===== src/rtl/instr_encoder.sv =====
// instr_encoder: turns symbolic MIPS instructions into 32-bit machine words and
// writes them to consecutive instruction-memory addresses. A NOP delay slot is
// written after every branch/jump when DELAY_SLOT is 1.
//
// Handshakes: a request transfers on a rising edge where in_valid & in_ready;
// a memory write completes on a rising edge where wr_en & wr_ready. While a
// write is pending, wr_en, wr_addr and wr_data hold steady until wr_ready.
module instr_encoder #(
  parameter int ADDR_W     = 8,
  parameter int DELAY_SLOT = 1
) (
  input  logic              clk,
  input  logic              reset,
  input  logic              in_valid,
  output logic              in_ready,
  input  logic [4:0]        in_op,
  input  logic [4:0]        in_rs,
  input  logic [4:0]        in_rt,
  input  logic [4:0]        in_rd,
  input  logic [4:0]        in_shamt,
  input  logic [15:0]       in_imm,
  input  logic [25:0]       in_target,
  output logic              wr_en,
  input  logic              wr_ready,
  output logic [ADDR_W-1:0] wr_addr,
  output logic [31:0]       wr_data,
  output logic [ADDR_W:0]   count,
  output logic              full,
  output logic              err_illegal,
  output logic              err_overflow,
  output logic [1:0]        fsm_state
);

  typedef enum logic [1:0] {
    IDLE  = 2'd0,
    WRITE = 2'd1,
    SLOT  = 2'd2
  } state_t;

  localparam logic [ADDR_W:0] CAPACITY = {1'b1, {ADDR_W{1'b0}}};

  state_t          state_q, state_d;
  logic [31:0]     enc_word, word_q;
  logic            enc_branch, enc_legal, branch_q;
  logic [ADDR_W:0] count_q, free_words;
  logic            space_ok, accept, start, wr_fire;
  logic            err_ill_q, err_ovf_q;

  // Combinational encoder: builds the machine word and classifies the op.
  always_comb begin
    enc_word   = 32'h0;
    enc_branch = 1'b0;
    enc_legal  = 1'b1;
    case (in_op)
      5'd0:  enc_word = {6'b000000, in_rs, in_rt, in_rd, 5'd0, 6'b100000};
      5'd1:  enc_word = {6'b000000, in_rs, in_rt, in_rd, 5'd0, 6'b100001};
      5'd2:  enc_word = {6'b000000, in_rs, in_rt, in_rd, 5'd0, 6'b100010};
      5'd3:  enc_word = {6'b000000, in_rs, in_rt, in_rd, 5'd0, 6'b100011};
      5'd4:  enc_word = {6'b000000, in_rs, in_rt, in_rd, 5'd0, 6'b100100};
      5'd5:  enc_word = {6'b000000, in_rs, in_rt, in_rd, 5'd0, 6'b100101};
      5'd6:  enc_word = {6'b000000, in_rs, in_rt, in_rd, 5'd0, 6'b100111};
      5'd7:  enc_word = {6'b000000, in_rs, in_rt, in_rd, 5'd0, 6'b101010};
      5'd8:  enc_word = {6'b000000, 5'd0, in_rt, in_rd, in_shamt, 6'b000000};
      5'd9:  enc_word = {6'b000000, 5'd0, in_rt, in_rd, in_shamt, 6'b000010};
      5'd10: enc_word = {6'b000000, 5'd0, in_rt, in_rd, in_shamt, 6'b000011};
      5'd11: begin
        enc_word   = {6'b000000, in_rs, 15'd0, 6'b001000};
        enc_branch = 1'b1;
      end
      5'd12: enc_word = {6'b001100, in_rs, in_rt, in_imm};
      5'd13: enc_word = {6'b001101, in_rs, in_rt, in_imm};
      5'd14: enc_word = {6'b001010, in_rs, in_rt, in_imm};
      5'd15: enc_word = {6'b001000, in_rs, in_rt, in_imm};
      5'd16: enc_word = {6'b001001, in_rs, in_rt, in_imm};
      5'd17: begin
        enc_word   = {6'b000100, in_rs, in_rt, in_imm};
        enc_branch = 1'b1;
      end
      5'd18: begin
        enc_word   = {6'b000101, in_rs, in_rt, in_imm};
        enc_branch = 1'b1;
      end
      5'd19: begin
        enc_word   = {6'b000111, in_rs, 5'd0, in_imm};
        enc_branch = 1'b1;
      end
      5'd20: begin
        enc_word   = {6'b000001, in_rs, 5'd1, in_imm};
        enc_branch = 1'b1;
      end
      5'd21: enc_word = {6'b100011, in_rs, in_rt, in_imm};
      5'd22: enc_word = {6'b101011, in_rs, in_rt, in_imm};
      5'd23: enc_word = {6'b001111, 5'd0, in_rt, in_imm};
      5'd24: begin
        enc_word   = {6'b000011, in_target};
        enc_branch = 1'b1;
      end
      5'd25: begin
        enc_word   = {6'b000010, in_target};
        enc_branch = 1'b1;
      end
      default: enc_legal = 1'b0;
    endcase
  end

  // Space check: a branch with a delay slot needs two free words so the NOP
  // can never be orphaned at the end of memory.
  assign free_words = CAPACITY - count_q;
  assign space_ok   = (enc_branch && DELAY_SLOT != 0) ? (free_words >= (ADDR_W+1)'(2))
                                                      : (free_words >= (ADDR_W+1)'(1));

  assign full      = count_q[ADDR_W];
  assign in_ready  = (state_q == IDLE) && !full;
  assign accept    = in_valid && in_ready;
  assign start     = accept && enc_legal && space_ok;
  assign wr_fire   = wr_en && wr_ready;
  assign wr_addr   = count_q[ADDR_W-1:0];
  assign count     = count_q;
  assign err_illegal  = err_ill_q;
  assign err_overflow = err_ovf_q;
  assign fsm_state    = state_q;

  // State register.
  always_ff @(posedge clk) begin
    if (reset) state_q <= IDLE;
    else       state_q <= state_d;
  end

  // Next-state and write-port outputs.
  always_comb begin
    state_d = state_q;
    wr_en   = 1'b0;
    wr_data = 32'h0;
    case (state_q)
      IDLE: begin
        if (start) state_d = WRITE;
      end
      WRITE: begin
        wr_en   = 1'b1;
        wr_data = word_q;
        if (wr_ready) state_d = (branch_q && DELAY_SLOT != 0) ? SLOT : IDLE;
      end
      SLOT: begin
        wr_en = 1'b1;
        if (wr_ready) state_d = IDLE;
      end
      default: state_d = IDLE;
    endcase
  end

  // Datapath: captured word, write counter and sticky error flags.
  always_ff @(posedge clk) begin
    if (reset) begin
      word_q    <= 32'h0;
      branch_q  <= 1'b0;
      count_q   <= '0;
      err_ill_q <= 1'b0;
      err_ovf_q <= 1'b0;
    end else begin
      if (start) begin
        word_q   <= enc_word;
        branch_q <= enc_branch;
      end
      if (wr_fire) count_q <= count_q + 1'b1;
      if (accept && !enc_legal) err_ill_q <= 1'b1;
      if (accept && enc_legal && !space_ok) err_ovf_q <= 1'b1;
    end
  end

endmodule


===== config.mk =====
export PLATFORM = sky130hd
export DESIGN_NAME = instr_encoder
export DESIGN_NICKNAME = d
export VERILOG_FILES = /design/src/rtl/instr_encoder.sv
export SDC_FILE = /design/constraint.sdc
export NUM_CORES = 1
export LEC_CHECK = 0
export CORE_MARGIN = 3
export CORE_UTILIZATION = 45
export CTS_CLUSTER_SIZE = 16
export DETAILED_ROUTE_END_ITERATION = 16
export PLACE_DENSITY = 0.83
export SYNTH_ARGS = -nofsm -noshare
export SYNTH_HDL_FRONTEND = slang
export SYNTH_SLANG_ARGS = --single-unit
export TNS_END_PERCENT = 30

===== constraint.sdc =====
create_clock -name clk -period 4.34 [get_ports clk]
set_clock_uncertainty 0.2 [all_clocks]
set_input_delay 0.651 -clock clk [delete_from_list [all_inputs] [get_ports clk]]
set_output_delay 0.651 -clock clk [all_outputs]
set_load 0.03 [all_outputs]

# Word-level counts from Yosys, hierarchy flattened

Index checks and enable logic that the tools add are counted.

Register bits after elaboration: 46
Bits of input ports: 71
Output and inout port bits: 56
Word-level logic and storage cells: 67

Add/sub/neg operators: 2
Magnitude comparators: 2
Equality and inequality tests: 30
Mux-type cells: 11
Reduce and logical (&&, ||, !) cells: 16

Operators by type and width:

| cell                                                | number |
|---|---|
| case mux 32 bit (26 select lines)                   | 1 |
| == test 5 bit, second input constant                | 10 |
| == test 5 x 4 -> 1 bit, second input constant       | 8 |
| two-way mux 32 bit                                  | 1 |
| OR reduction 26 bit                                 | 1 |
| == test 5 x 3 -> 1 bit, second input constant       | 4 |
| == test 5 x 2 -> 1 bit, second input constant       | 2 |
| adder 9 x 1 -> 9 bit, second input constant         | 1 |
| >= comparator 9 x 1 -> 1 bit, second input constant | 1 |
| >= comparator 9 x 2 -> 1 bit, second input constant | 1 |
| subtractor 9 bit, first input constant              | 1 |
| two-way mux 2 bit                                   | 4 |
| logical AND 1 bit                                   | 7 |
| OR reduction 7 bit                                  | 1 |
| != test 2 bit, second input constant                | 3 |
| case mux 2 bit (3 select lines)                     | 1 |
| == test 5 x 1 -> 1 bit, second input constant       | 1 |
| logical NOT 5 bit                                   | 1 |
| two-way mux 1 bit                                   | 4 |
| logical NOT 1 bit                                   | 3 |
| AND reduction 3 bit                                 | 1 |
| == test 2 x 1 -> 1 bit, second input constant       | 1 |
| == test 2 bit, second input constant                | 1 |
| logical NOT 2 bit                                   | 1 |
| OR reduction 2 bit                                  | 1 |

# Longest topological paths before layout

Gate-level depths: netlist (run 1).

Word-level depth: 7
Depth in mapped cells: 9
Depth with buffers taken out: 7

# Worst setup path after synthesis (run 1)

No wires, ideal clock.

Kind: flip-flop to flip-flop
Start: reg count_q[0], in the netlist count[0]
End: reg word_q[11]
Setup time: 0.068 ns
Arrival: 2.228 ns
Required time: 4.072 ns
Path slack: 1.843 ns
Cell stages (with the launch flop): 10
Path buffers: 2
Period minus slack after synthesis: 2.497 ns
Path through: dfxtp_1 inv_1 ha_1 and3b_1 a31oi_4 nand3_4 o41ai_4 buf_6 buf_12 o2bb2ai_2

Longest elaborated chain between the ends: 4
Elaborated cells on any way between the ends: 5
Those cells by class: add/sub: 1; order compare: 2; mux: 1; reduce/logical: 1

RTL lines:

| item                                                                         | RTL line | text |
|---|---|---|
| start, declared                                                              | 45       | `logic [ADDR_W:0] count_q, free_words;` |
| start signal, assigned                                                       | 164      | `if (wr_fire) count_q <= count_q + 1'b1;` |
| subtractor 9 bit *                                                           | 108      | `assign free_words = CAPACITY - count_q;` |
| >= comparator 9 x 1 -> 1 bit or >= comparator 9 x 2 -> 1 bit (tied branches) | 110, 109 |  |
| two-way mux 1 bit *                                                          | 109      | `assign space_ok = (enc_branch && DELAY_SLOT != 0) ? (free_words >= (ADDR_W+1)'(2))` |
| logical AND 1 bit *                                                          | 115      | `assign start = accept && enc_legal && space_ok;` |
| end signal, assigned                                                         | 161      | `word_q <= enc_word;` |
| end, declared                                                                | 43       | `logic [31:0] enc_word, word_q;` |

Every way passes the cells marked *; elsewhere a longest branch is shown, timed or not.
A chain may end at the register's enable or synchronous reset.

# Worst setup path after layout (run 1)

Start: reg state_q[1], in the netlist fsm_state[1]
End: out wr_data[8]

Longest elaborated chain between the ends: 2

RTL lines:

| item                   | RTL line | text |
|---|---|---|
| start, declared        | 42       | `state_t state_q, state_d;` |
| start signal, assigned | 126      | `else state_q <= state_d;` |
| == test 2 x 1 -> 1 bit | 134      | `case (state_q)` |
| two-way mux 32 bit     | 134      |  |
| end, declared          | 26       | `output logic [31:0] wr_data,` |

No other way between the ends.

==> run summary, run 1 <==
Status -> finished, final reports clean
Boundary Pins -> 127
Number of placed instances with taps included -> 528
Final Total Pwr -> 1004 uW
CP startpoint kind -> flop
Post-synth top area share -> 0.2945
Total standard cell area after synthesis -> 3059 sq um
Post-synthesis async set-or-reset flop share -> 0
GP Congestion -> 0.8381
Number of buffers between clock root and the deepest sink -> 2
Rows -> 29
Detail Placement HPWL -> 6928 um
Library cell used as clock root buffer -> clkbuf_8
Vias in the first global route -> 2968
Relative slew slack -> 0.3597
Most common cell after layout, fill and taps aside -> clkdlybuf4s50_1
Leakage -> 0.001573 uW
Detailed-route wire length -> 9164 um
Post-synthesis cell type with the largest combined area -> dfxtp_1
GRT Resource Usage Total -> 0.2303
Met2 Use GR -> 0.3705
Max capacitance violation total -> 0
Post-detailed-route count of antenna-violating nets -> 0
Cells resized by post-CTS repair -> 0
CTS tree -> built
Detailed-route via count -> 3143
DRC violation count after routing -> 0
Maximum number of pins on one net before global-route repair -> 34
Number of hold buffers added after CTS -> 0
First-pass GRT wire length -> 14280 um
Final routed wire length divided by cell count -> 17.10 um
Peak clock frequency supported by timing -> 301.2 MHz
Layout fillers -> 537
Number of instances in the synthesized netlist -> 354
Endpoint required time on the critical path -> 3.49 ns
Total Nets Final -> 536
Starting utilization of the core area -> 0.4737
Share of final-layout standard cells stronger than drive strength 1 -> 0.07190
GRT Max-Usage Layer -> met2
Die width -> 88.45 um
Worst-Margin Slew -> 0.9605 ns
Count of buffers added by post-CTS timing repair for setup -> 0
Class of the tightest hold or removal check -> reg2reg
IR drop worst, VDD -> 125.8 uV
Fin crit share -> 0.7651
Initial DRC count -> 245
Smallest hold slack -> 0.2620 ns
Post-Layout Cell Count -> 536
Initial antenna violation count -> 0
Final design instance area without fill -> 4349 sq um
Net Count, Synth -> 432
Clock period minus worst slack -> 3.320 ns
Clock slew seen by the registers of the worst setup and hold paths -> 0.09 ns
Met1 Resource Use GR -> 0.3056
Yosys synthesis warning count -> 0
Kind of critical path -> reg2out
Area growth from synthesis to final layout -> 42.17%
Height of the die -> 88.45 um
Post-synthesis register bit count -> 45
Die footprint -> 7823 sq um
Vias per Instance -> 5.864
Register area share after synthesis -> 0.2945
Final-report max-slew violation count -> 0
Arrival time of data at the critical path endpoint -> 2.47 ns
Count of final setup violators -> 0
GRT overflow -> 0
Sum of negative setup slack -> 0 ns
Endpoint kind of the worst setup timing path -> output pin
Number of flops mapped to enable cells by yosys -> 0
Number of clock sinks -> 45
Top cells by area in the synthesized netlist -> dfxtp_1 (29%), and2_1 (7.0%), o2bb2ai_2 (4.9%)
Power per cell area -> 230.9 nW/um^2
Number of buffers added on ports -> 125
CTS H-tree depth -> 2
Number of antenna repair diodes -> 0
Placement-stage cell area -> 4262 sq um
Clock buffers created by TritonCTS -> 5
Leading cell types in the layout, fill and taps excluded -> clkdlybuf4s50_1 (125), dfxtp_1 (45), and2_1 (34), nor2_1 (27), nand2_1 (17)
Detailed-router iteration count before antenna repair -> 5
Flip-flop cell with the highest count after synthesis -> dfxtp_1
Worst-Skew Late Latency -> 0.30 ns
RSZ-0062 raised after global routing -> false
Met3 Use GR -> 0.04842
Synth Area per Inst -> 8.642 sq um
Placeable Area -> 6459 sq um
Highest fanout seen on the critical path -> 33
Final-report hold violation count -> 0
Count of cell types in the netlist -> 58
[worst paths after layout]
| check | from | cells past startpoint | end | slack (ns) |
|---|---|---|---|---|
| worst max-delay path | fsm_state[1]$_SDFFE_PP0P_ | 4 | wr_data[8] | 1.02 |
| worst min-delay path | word_q[20]$_SDFFE_PP0P_ | 1 | word_q[20]$_SDFFE_PP0P_ | 0.26 |
| worst max register to register | count[0]$_SDFFE_PP0P_ | 8 | word_q[16]$_SDFFE_PP0P_ | 1.69 |
| worst min register to register | word_q[20]$_SDFFE_PP0P_ | 1 | word_q[20]$_SDFFE_PP0P_ | 0.26 |
[kinds of logic after synthesis]
group                    Yosys count  synth area share
AND/OR/NAND/NOR                  132            0.2397
AO/OA/AOI/OAI                    114            0.3231
flip-flops                        45            0.2945
buffers and inverters             44           0.08057
XOR/XNOR                           9           0.02577
adder cells (fa/ha/maj)            8           0.03190
other                              1          0.001226
multiplexers                       1          0.003272
[state kept, by name, indices dropped and copies added, names as in the netlist]
signal and flops:
word_q 31, count 9, err_illegal 1, err_overflow 1, fsm_state 2, branch_q 1
[critical path: stages (launching register included)]
cell and delay (ns):
dfxtp_1 0.33, inv_1 0.09, ha_1 0.79, and2_1 0.25, clkdlybuf4s50_1 0.69
[layout make-up]
cell class,instances,area [sq um],area share
Sequential cell,45,900.9,0.2071
Timing Repair Buffer,132,1304,0.2998
Inverter,9,33.78,0.007768
Clock inverter,2,15.01,0.003452
Clock buffer,6,72.57,0.01669
Tap cell,77,96.34,0.02215
Multi-Input combinational cell,265,1927,0.4430
[layer usage]
| metal | up-vias | part of all wire |
|---|---|---|
| met3 | 21 | 0.055 |
| met2 | 113 | 0.50 |
| li1 | 1513 | - |
| met5 | - | 0 |
| met1 | 1496 | 0.42 |
| met4 | 0 | 0.024 |
[stage by stage]
| stage | setup WS (ns) | utilization |
|---|---|---|
| after floorplan | 1.843 | - |
| after global placement | 0.9723 | 0.6598 |
| after detailed placement | 0.8245 | 0.6598 |
| after CTS | 0.9853 | 0.6734 |
| after global routing | 0.8503 | 0.6734 |
| final | 1.020 | 0.6734 |
[power breakdown]
part	internal (uW)	switching, uW
sequential	433	13.7
combinational	140	153
clock	114	152
[synth_stat cells (2+ instances only)]
cell type  count
a21oi_1       13
a221oi_1       5
a222oi_1       6
a22o_1        10
a22oi_1       16
a2bb2oi_1      2
a31oi_1        2
a32o_1         2
and2_1        34
and3_1         5
and3b_1        3
buf_2          7
buf_4         11
buf_6          2
clkbuf_1      13
dfxtp_1       45
ha_1           7
inv_1          9
nand2_1       17
nand2b_1       5
nand3_1       11
nand4_1        3
nor2_1        27
nor2b_1       13
nor3_1         4
nor3b_1        3
o211ai_1       4
o21a_1         3
o21ai_0       10
o21ai_1        2
o22ai_1        2
o2bb2ai_1     15
o2bb2ai_2     10
o31ai_1        2
xnor2_1        4
xor2_1         5
(Power assumes the default switching activity.)
==> inputs of run 2 (changes only) <==
CORE_UTILIZATION = 44   (was 45)
PLACE_DENSITY = 0.81   (was 0.83)
clock period = 3.1 ns   (was 4.34 ns; I/O delays follow)
==> run 2 against run 1 <==
Highest routed layer unchanged; worst hold slack better by 0.0032 ns; worst setup slack worse by 0.71 ns; critical path depth increased by 1; via count up 1.6%; largest power group unchanged; flip-flop and latch count unchanged; first-iteration DRC count fell by 5.7%; global-route usage rose by 0.62 points; register-to-register slack got worse by 1.1 ns.
==> run summary, run 2 (same netlist as run 1, synthesis figures left out) <==
Cell family with most CP delay -> buffers and inverters
Share of final-layout standard cells stronger than drive strength 1 -> 0.08779 (+0.01590)
GRT Resource Usage Total -> 0.2365 (+0.006188)
Endpoint required time on the critical path -> 2.43 ns (-1.06 ns)
Count of buffers added by post-CTS timing repair for setup -> 0 (unchanged)
Arrival time of data at the critical path endpoint -> 2.13 ns (-0.34 ns)
Clock buffers created by TritonCTS -> 5 (unchanged)
Vias per Instance -> 5.868 (about the same)
Switching Power -> 439.1 uW (+38%)
Detailed-router iteration count before antenna repair -> 5 (unchanged)
Rows -> 29 (unchanged)
Kind of critical path -> reg2out
Sw frac -> 0.3111 (-0.005389)
Detailed-route via count -> 3192 (+1.6%)
Post-Layout Cell Count -> 544 (+1.5%)
Clock period minus worst slack -> 2.791 ns
Initial DRC count -> 231 (-5.7%)
Endpoint kind of the worst setup timing path -> output pin
Area growth from synthesis to final layout -> 44.79%
Crit path max-delay cell type -> clkdlybuf4s50_1
Clock slew seen by the registers of the worst setup and hold paths -> 0.08 ns (about the same)
Total Nets Final -> 544 (+1.5%)
Die footprint -> 7989 sq um (+2.1%)
Buffers and inverters on the worst path -> 3 (+1)
Power per cell area -> 318.6 nW/um^2 (+38%)
Number of hold buffers added after CTS -> 0 (unchanged)
CTS H-tree depth -> 2 (unchanged)
Worst-Margin Slew -> 0.8488 ns (-0.1117 ns)
Internal portion of total power -> 972.3 uW (+42%)
Final-report max-slew violation count -> 0 (unchanged)
Number of antenna repair diodes -> 0 (unchanged)
Number of placed instances with taps included -> 536 (+1.5%)
Total area of sequential cells -> 900.9 sq um (unchanged)
Highest fanout seen on the critical path -> 31 (-6.1%)
GRT overflow -> 0 (unchanged)
Leakage -> 0.001630 uW (+3.6%)
Relative slew slack -> 0.4303 (+0.07064)
Placeable Area -> 6531 sq um (+1.1%)
Final routed wire length divided by cell count -> 17.43 um (+2.0%)
DRC violation count after routing -> 0 (unchanged)
Vias in the first global route -> 3073 (+3.5%)
Leading cell types in the layout, fill and taps excluded -> clkdlybuf4s50_1 (125), dfxtp_1 (45), and2_1 (34), nor2_1 (27), nand2_1 (17)
Number of clock sinks -> 45 (unchanged)
Initial antenna violation count -> 0 (unchanged)
Status -> finished, final reports clean
Peak clock frequency supported by timing -> 358.2 MHz
Count of final setup violators -> 0 (unchanged)
Share of total power in combinational logic -> 0.304 (+0.013)
Cells resized by post-CTS repair -> 0 (unchanged)
Max capacitance violation total -> 0 (unchanged)
Sequential group share of total power -> 0.443 (about the same)
IR drop worst, VDD -> 163.7 uV (+30%)
Number of buffers between clock root and the deepest sink -> 2 (unchanged)
Library cell used as clock root buffer -> clkbuf_8
Die width -> 89.38 um (+1.1%)
Layout fillers -> 532 (-0.93%)
Class of the tightest hold or removal check -> reg2reg
Final-report hold violation count -> 0 (unchanged)
Fin crit share -> 0.9004
Multi-input gate area -> 1927 sq um (unchanged)
Post-detailed-route count of antenna-violating nets -> 0 (unchanged)
Worst-Skew Late Latency -> 0.29 ns (about the same)
Largest register FFs -> 31 (unchanged)
Ordered list of cells on the worst path -> inv_1 -> ha_1 -> buf_4 -> and2_1 -> clkdlybuf4s50_1
First-pass GRT wire length -> 15020 um (+5.2%)
Clock power frac -> 0.253 (-0.011)
CP peak stage delay -> 0.73 ns (-0.06 ns)
CTS tree -> built
Height of the die -> 89.38 um (+1.1%)
Number of buffers added on ports -> 125 (unchanged)
Most common cell after layout, fill and taps aside -> clkdlybuf4s50_1
Starting utilization of the core area -> 0.4684 (-0.005263)
Boundary Pins -> 127 (unchanged)
Sum of negative setup slack -> 0 ns (unchanged)
Detail Placement HPWL -> 7207 um (+4.0%)
RSZ-0062 raised after global routing -> false
Maximum number of pins on one net before global-route repair -> 32 (-5.9%)
CP startpoint kind -> flop
Detailed-route wire length -> 9483 um (+3.5%)
GP Congestion -> 0.9171 (+9.4%)
Most flop-heavy register -> word_q
## run 2: cell types whose count changed in the layout (fill, tap and decap cells not counted), sizes merged
cell | before | now
clkinv | 0 | 2
clkinvlp | 2 | 0
buf | 7 | 15
## run 2: per-stage QoR
step | setup WS [ns] | util | hold slack (ns) | total power [uW] | cell area (sq um)
final | 0.3086 | 0.6782 | 0.2653 | 1411 | 4429
after floorplan | 0.6034 | - | 0.2242 | 879.8 | 3059
after global placement | 0.1794 | 0.6655 | 0.2373 | 1054 | 4347
after detailed placement | 0.07755 | 0.6655 | 0.2442 | 1064 | 4347
after CTS | 0.2702 | 0.6782 | 0.2681 | 1416 | 4429
after global routing | 0.1941 | 0.6782 | 0.2741 | 1473 | 4429
## run 2: per-layer routing
layer | vias to the layer above | share of wire | GRT usage
li1 | 1520 | - | -
met1 | 1511 | 0.42 | 0.3107
met2 | 142 | 0.48 | 0.3804
met3 | 19 | 0.072 | 0.05714
met4 | 0 | 0.022 | 0.07848
met5 | - | 0 | 0
## run 2: final cells by class
type	count	share of cell area
Sequential cell	45	0.2034
Clock buffer	6	0.01638
Inverter	9	0.007627
Multi-Input combinational cell	265	0.4350
Timing Repair Buffer	140	0.3136
Tap cell	77	0.02175
Clock inverter	2	0.002260
## run 2: power by group through the flow
stage / registers [uW] / logic (uW) / clock network, uW
after floorplan: 640 / 240 / 0
after global placement: 637 / 417 / 0
after detailed placement: 638 / 427 / 0
after CTS: 625 / 429 / 363
after global routing: 630 / 464 / 379
final: 625 / 429 / 357
## run 2: final timing paths
check,from,to,slack [ns],cells after the start
max reg2reg,count[0]$_SDFFE_PP0P_,word_q[2]$_SDFFE_PP0P_,0.60,8
min,word_q[26]$_SDFFE_PP0P_,word_q[26]$_SDFFE_PP0P_,0.27,1
max,fsm_state[1]$_SDFFE_PP0P_,wr_data[1],0.31,5
min reg2reg,word_q[26]$_SDFFE_PP0P_,word_q[26]$_SDFFE_PP0P_,0.27,1
